<file path="src/rtl/itcm_loader.sv">
// Boot-time ITCM loader: parses a little-endian byte stream (word count + words) and writes words to the ITCM.
// Optional trailing 32-bit checksum check is enabled by defining LOADER_CHECKSUM_EN.
module itcm_loader #(
  parameter int                    ADDR_WIDTH = 32,
  parameter int                    DATA_WIDTH = 32,
  parameter logic [ADDR_WIDTH-1:0] BASE_ADDR  = '0,
  parameter int                    MAX_WORDS  = 1024
) (
  input  logic                  clk,
  input  logic                  rst_n,
  input  logic                  start,
  input  logic                  s_valid,
  input  logic [7:0]            s_data,
  output logic                  s_ready,
  output logic                  wr_en,
  output logic [ADDR_WIDTH-1:0] wr_addr,
  output logic [DATA_WIDTH-1:0] wr_data,
  output logic                  cpu_hold,
  output logic                  done,
  output logic                  err
);

`ifdef LOADER_CHECKSUM_EN
  typedef enum logic [2:0] {S_IDLE, S_HDR, S_DATA, S_CSUM, S_DONE, S_ERR} state_t;
`else
  typedef enum logic [2:0] {S_IDLE, S_HDR, S_DATA, S_DONE, S_ERR} state_t;
`endif

  state_t                r_state;
  logic [1:0]            r_bcnt;
  logic [23:0]           r_shift;
  logic [31:0]           r_count;
  logic [31:0]           r_idx;
  logic [ADDR_WIDTH-1:0] r_addr;
  logic                  r_ready;
  logic                  r_wr_en;
  logic [ADDR_WIDTH-1:0] r_wr_addr;
  logic [DATA_WIDTH-1:0] r_wr_data;
  logic                  r_hold;
  logic                  r_done;
  logic                  r_err;
`ifdef LOADER_CHECKSUM_EN
  logic [31:0]           r_sum;
`endif

  logic        w_accept;
  logic        w_word_end;
  logic [31:0] w_word;

  // The incoming byte lands in the top of the word, so the first byte ends up in bits 7:0.
  assign w_accept   = s_valid & r_ready;
  assign w_word_end = w_accept & (r_bcnt == 2'd3);
  assign w_word     = {s_data, r_shift};

  assign s_ready  = r_ready;
  assign wr_en    = r_wr_en;
  assign wr_addr  = r_wr_addr;
  assign wr_data  = r_wr_data;
  assign cpu_hold = r_hold;
  assign done     = r_done;
  assign err      = r_err;

  always_ff @(posedge clk or negedge rst_n) begin
    if (!rst_n) begin
      r_state   <= S_IDLE;
      r_bcnt    <= 2'd0;
      r_shift   <= '0;
      r_count   <= '0;
      r_idx     <= '0;
      r_addr    <= '0;
      r_ready   <= 1'b0;
      r_wr_en   <= 1'b0;
      r_wr_addr <= '0;
      r_wr_data <= '0;
      r_hold    <= 1'b0;
      r_done    <= 1'b0;
      r_err     <= 1'b0;
`ifdef LOADER_CHECKSUM_EN
      r_sum     <= '0;
`endif
    end else begin
      r_wr_en <= 1'b0;
      if (w_accept) begin
        r_bcnt  <= r_bcnt + 2'd1;
        r_shift <= w_word[31:8];
      end
      case (r_state)
        S_IDLE, S_DONE, S_ERR: begin
          if (start) begin
            r_state <= S_HDR;
            r_bcnt  <= 2'd0;
            r_idx   <= '0;
            r_addr  <= BASE_ADDR;
            r_ready <= 1'b1;
            r_hold  <= 1'b1;
            r_done  <= 1'b0;
            r_err   <= 1'b0;
`ifdef LOADER_CHECKSUM_EN
            r_sum   <= '0;
`endif
          end
        end
        S_HDR: begin
          if (w_word_end) begin
            r_count <= w_word;
            if ((w_word == 32'd0) || (w_word > 32'(MAX_WORDS))) begin
              r_state <= S_ERR;
              r_ready <= 1'b0;
              r_err   <= 1'b1;
            end else begin
              r_state <= S_DATA;
            end
          end
        end
        S_DATA: begin
          if (w_word_end) begin
            r_wr_en   <= 1'b1;
            r_wr_addr <= r_addr;
            r_wr_data <= DATA_WIDTH'(w_word);
            r_addr    <= r_addr + ADDR_WIDTH'(4);
            r_idx     <= r_idx + 32'd1;
`ifdef LOADER_CHECKSUM_EN
            r_sum     <= r_sum + w_word;
            if (r_idx == r_count - 32'd1) r_state <= S_CSUM;
`else
            if (r_idx == r_count - 32'd1) begin
              r_state <= S_DONE;
              r_ready <= 1'b0;
              r_hold  <= 1'b0;
              r_done  <= 1'b1;
            end
`endif
          end
        end
`ifdef LOADER_CHECKSUM_EN
        S_CSUM: begin
          // Written words stay in the ITCM on mismatch; only the status reflects the failure.
          if (w_word_end) begin
            r_ready <= 1'b0;
            if (w_word == r_sum) begin
              r_state <= S_DONE;
              r_hold  <= 1'b0;
              r_done  <= 1'b1;
            end else begin
              r_state <= S_ERR;
              r_err   <= 1'b1;
            end
          end
        end
`endif
        default: begin
          r_state <= S_IDLE;
          r_ready <= 1'b0;
          r_hold  <= 1'b0;
        end
      endcase
    end
  end

endmodule
</file>
<file path="config.mk">
export PLATFORM = sky130hd
export DESIGN_NAME = itcm_loader
export DESIGN_NICKNAME = d
export VERILOG_FILES = /design/src/rtl/itcm_loader.sv
export SDC_FILE = /design/constraint.sdc
export NUM_CORES = 1
export LEC_CHECK = 0
export CAP_MARGIN = 20
export CORE_ASPECT_RATIO = 1.25
export CORE_MARGIN = 1.5
export CORE_UTILIZATION = 50
export DETAILED_ROUTE_END_ITERATION = 7
export PLACE_DENSITY = 0.73
export SYNTH_ARGS = -nofsm -noshare
export SYNTH_HDL_FRONTEND = slang
export SYNTH_SLANG_ARGS = --single-unit
</file>
<file path="constraint.sdc">
create_clock -name clk -period 2.9 [get_ports clk]
set_input_delay 0.87 -clock clk [delete_from_list [all_inputs] [get_ports clk]]
set_output_delay 0.87 -clock clk [all_outputs]
set_load 0.02 [all_outputs]
</file>
==> results.ini <==
[place]
dp.cells=1152
place_hpwl_mm=15.9
portBuffers=78
gp_congestion=0.919

[die]
die_area_um2=19200
chipHeight_um=155
core-area_um2=18100
start_util_pct=50.8
die_w_um=124
placementRows=55
ios=81

[timing]
period_needed_ns=2.81
setup_viol=0
hold_viol=0
skew_ns=0.00947
fin_crit_sh_pct=96.9
worstMarginPinSlew_ns=0.633
max_freq_ghz=0.356
slew_viol_final=0
relSlewSlack_pct=57.8

[hold_path]
min_path_type=primary input to async pin

[job]
maxCapViolCount=0

[synthesis]
yosysWarningCount=0
postSynthAreaPerCell_um2=11.3
synth.distinct_cells=69
synth_edf_count=0
ys_ff_latch=190
yosys-top-cells-area=dfrtp_1 52%, mux2_2 15%, xor2_1 4.5%, nor2_1 3.1%, xnor2_1 3.0%
netlist.top_cell.by_area=dfrtp_1
syn-instance-count=811
ys.flop_type=dfrtp_1
syn_area_um2=9200
synth_top_area_share_pct=51.7
synthArstFlopShare_pct=100
ys_seq_area_share_pct=51.7

[critical_path]
rrSetupSlack_ns=0.09
arrival_ns=3.13
critPathTopFamily=simple AND/OR/NAND/NOR gates
end_kind=flop
cp_num_buf_inv=1
path_class=flop to flop
critPathRequiredTime_ns=3.22
cp_slowest_cell=or4b_1
worst_setup_path_start_kind=flop
crit_chain=inv_1, ha_2, or3b_1, o21ai_1, or4b_1, a32o_1, a2111o_1, nand4b_4, o21a_1
slowest_delay_ns=0.44
crit_fanout=4

[cts]
cts_tree=yes
cts_max_level=4
cts.sinks=190
cts.clk_slew.worst_paths_ns=0.07
clock-root-buffer=clkbuf_16
clockBufferDepth=2
cts_buffers=17
cts_hold_buf=0
clock_latency_ns=0.43

[routing]
avgViaCountPerCell=5.72
wl_per_cell_um=18.5
drc=0
num_vias=6770
ant_nets=0
first_iter_violations=452
drtPass1Iterations=5
drt_wl_total_mm=21.8

[outcome]
status=complete, no violations

[pwr]
power_leakage_nw=5.00
ir_drop_uv=441
p_per_area_nw_per_um2=741
fin_total_pwr_mw=8.39

[global_routing]
grt_max_degree=77
grt_usage_pct=23.4
antenna_found_initial=0
grt-ovfl-total=0
grt_pass1_vias=6852
grt_pass1_wl_mm=35.8

[cells_and_area]
syn_to_final_growth_pct=23.2
drive_gt1_share_pct=25.7
fillers=1428
multiInputGateArea_um2=4290
regArea_um2=4750
fin_util_pct=62.6
fin_nets=959
diodes=0
final_cells=1183

[worst reg2reg max path, cell delays in order (launching register included)]
cell and delay, ns:
dfrtp_1 0.39, inv_1 0.09, ha_2 0.20, or3b_1 0.37, o21ai_1 0.15, or4b_1 0.44
a32o_1 0.26, a2111o_1 0.35, nand4b_4 0.22, o21a_1 0.21
[logic make-up after synthesis]
family / count (synthesis) / share of synthesized area [%]
multiplexers: 122 / 14.9
other: 1 / 0.0408
adder cells (fa/ha/maj): 4 / 0.544
AO/OA/AOI/OAI: 80 / 5.73
buffers and inverters: 48 / 2.24
flip-flops: 190 / 51.7
XOR/XNOR: 79 / 7.52
AND/OR/NAND/NOR: 287 / 17.3
[metrics by stage]
stage / hold slack (ns) / setup TNS (ns) / setup slack (ns) / instance area (um2)
detailed placement: 0.494 / -0.653 / -0.168 / 10700
global placement: 0.490 / -0.303 / -0.101 / 10700
global route: 0.510 / -0.107 / -0.0373 / 11300
CTS: 0.480 / 0 / 0.0664 / 11300
floorplan: 0.482 / 0 / 0.174 / 9200
finish: 0.475 / 0 / 0.0904 / 11300
[cell usage in the layout, fill, tap and decap left out, types with 19 or more instances in the layout]
cell / n
a21oi_1: 19
buf_4: 62
clkdlybuf4s50_1: 77
dfrtp_1: 190
mux2_2: 119
nand2_1: 43
nand3_1: 24
nand4_1: 20
nor2_1: 76
nor3_1: 22
o21ai_0: 22
xnor2_1: 32
xor2_1: 47
[path summary, 6_finish.rpt]
| path | start | to | cells past startpoint |
|---|---|---|---|
| setup / recovery | r_count[1] | cpu_hold | 9 |
| min in group clk | wr_data[1] | wr_data[1] | 1 |
| hold / removal | rst_n | wr_addr[4] | 1 |
| setup reg to reg | r_count[1] | cpu_hold | 9 |
| max in group asynchronous | rst_n | cpu_hold | 2 |
| hold reg to reg | wr_data[1] | wr_data[1] | 1 |
[where the power goes]
| group | switching, mW | internal, mW |
|---|---|---|
| Combinational | 1.19 | 1.21 |
| Clock | 1.06 | 1.22 |
| Sequential | 0.648 | 3.06 |
| Total | 2.90 | 5.49 |
[cell usage after synthesis (6+ instances only)]
| cell type | n |
|---|---|
| dfrtp_1 | 190 |
| mux2_2 | 119 |
| nor2_1 | 77 |
| xor2_1 | 47 |
| nand2_1 | 43 |
| xnor2_1 | 32 |
| clkbuf_1 | 24 |
| nand3_1 | 24 |
| o21ai_0 | 23 |
| nor3_1 | 22 |
| a21oi_1 | 20 |
| nand4_1 | 20 |
| or3_1 | 17 |
| nor4_1 | 15 |
| inv_1 | 14 |
| nor2b_1 | 10 |
| and3_1 | 8 |
| and4_1 | 7 |
| or4_1 | 6 |
[metal layers]
metal | global-route usage (%) | part of all wire, % | vias to the layer above
met3 | 4.22 | 3.8 | 47
li1 | - | - | 3172
met5 | 0 | 0 | -
met2 | 42.1 | 53 | 154
met4 | 9.25 | 3.2 | 0
met1 | 27.7 | 40 | 3397
[what timing repair did]
action | in CTS | in global routing
resized for setup | 0 | 9
setup endpoints to repair | 0 | 4
setup buffers | 0 | 0
[area by class of cell]
type	instances	area share [%]
Multi-Input combinational cell	574	37.9
Timing Repair Buffer	146	12.1
Inverter	14	0.464
Clock inverter	13	1.31
Tap cell	228	2.52
Clock buffer	18	3.79
Sequential cell	190	42.0
[registers in the layout, indices dropped and copies added, names as in the netlist]
signal and cells:
r_count 32, r_idx 32, wr_data 32, r_addr 30
wr_addr 30, r_shift 24, r_state 3, r_bcnt 2
cpu_hold 1, done 1, err 1, s_ready 1
wr_en 1
No activity file was read; power rests on OpenSTA's default activity.
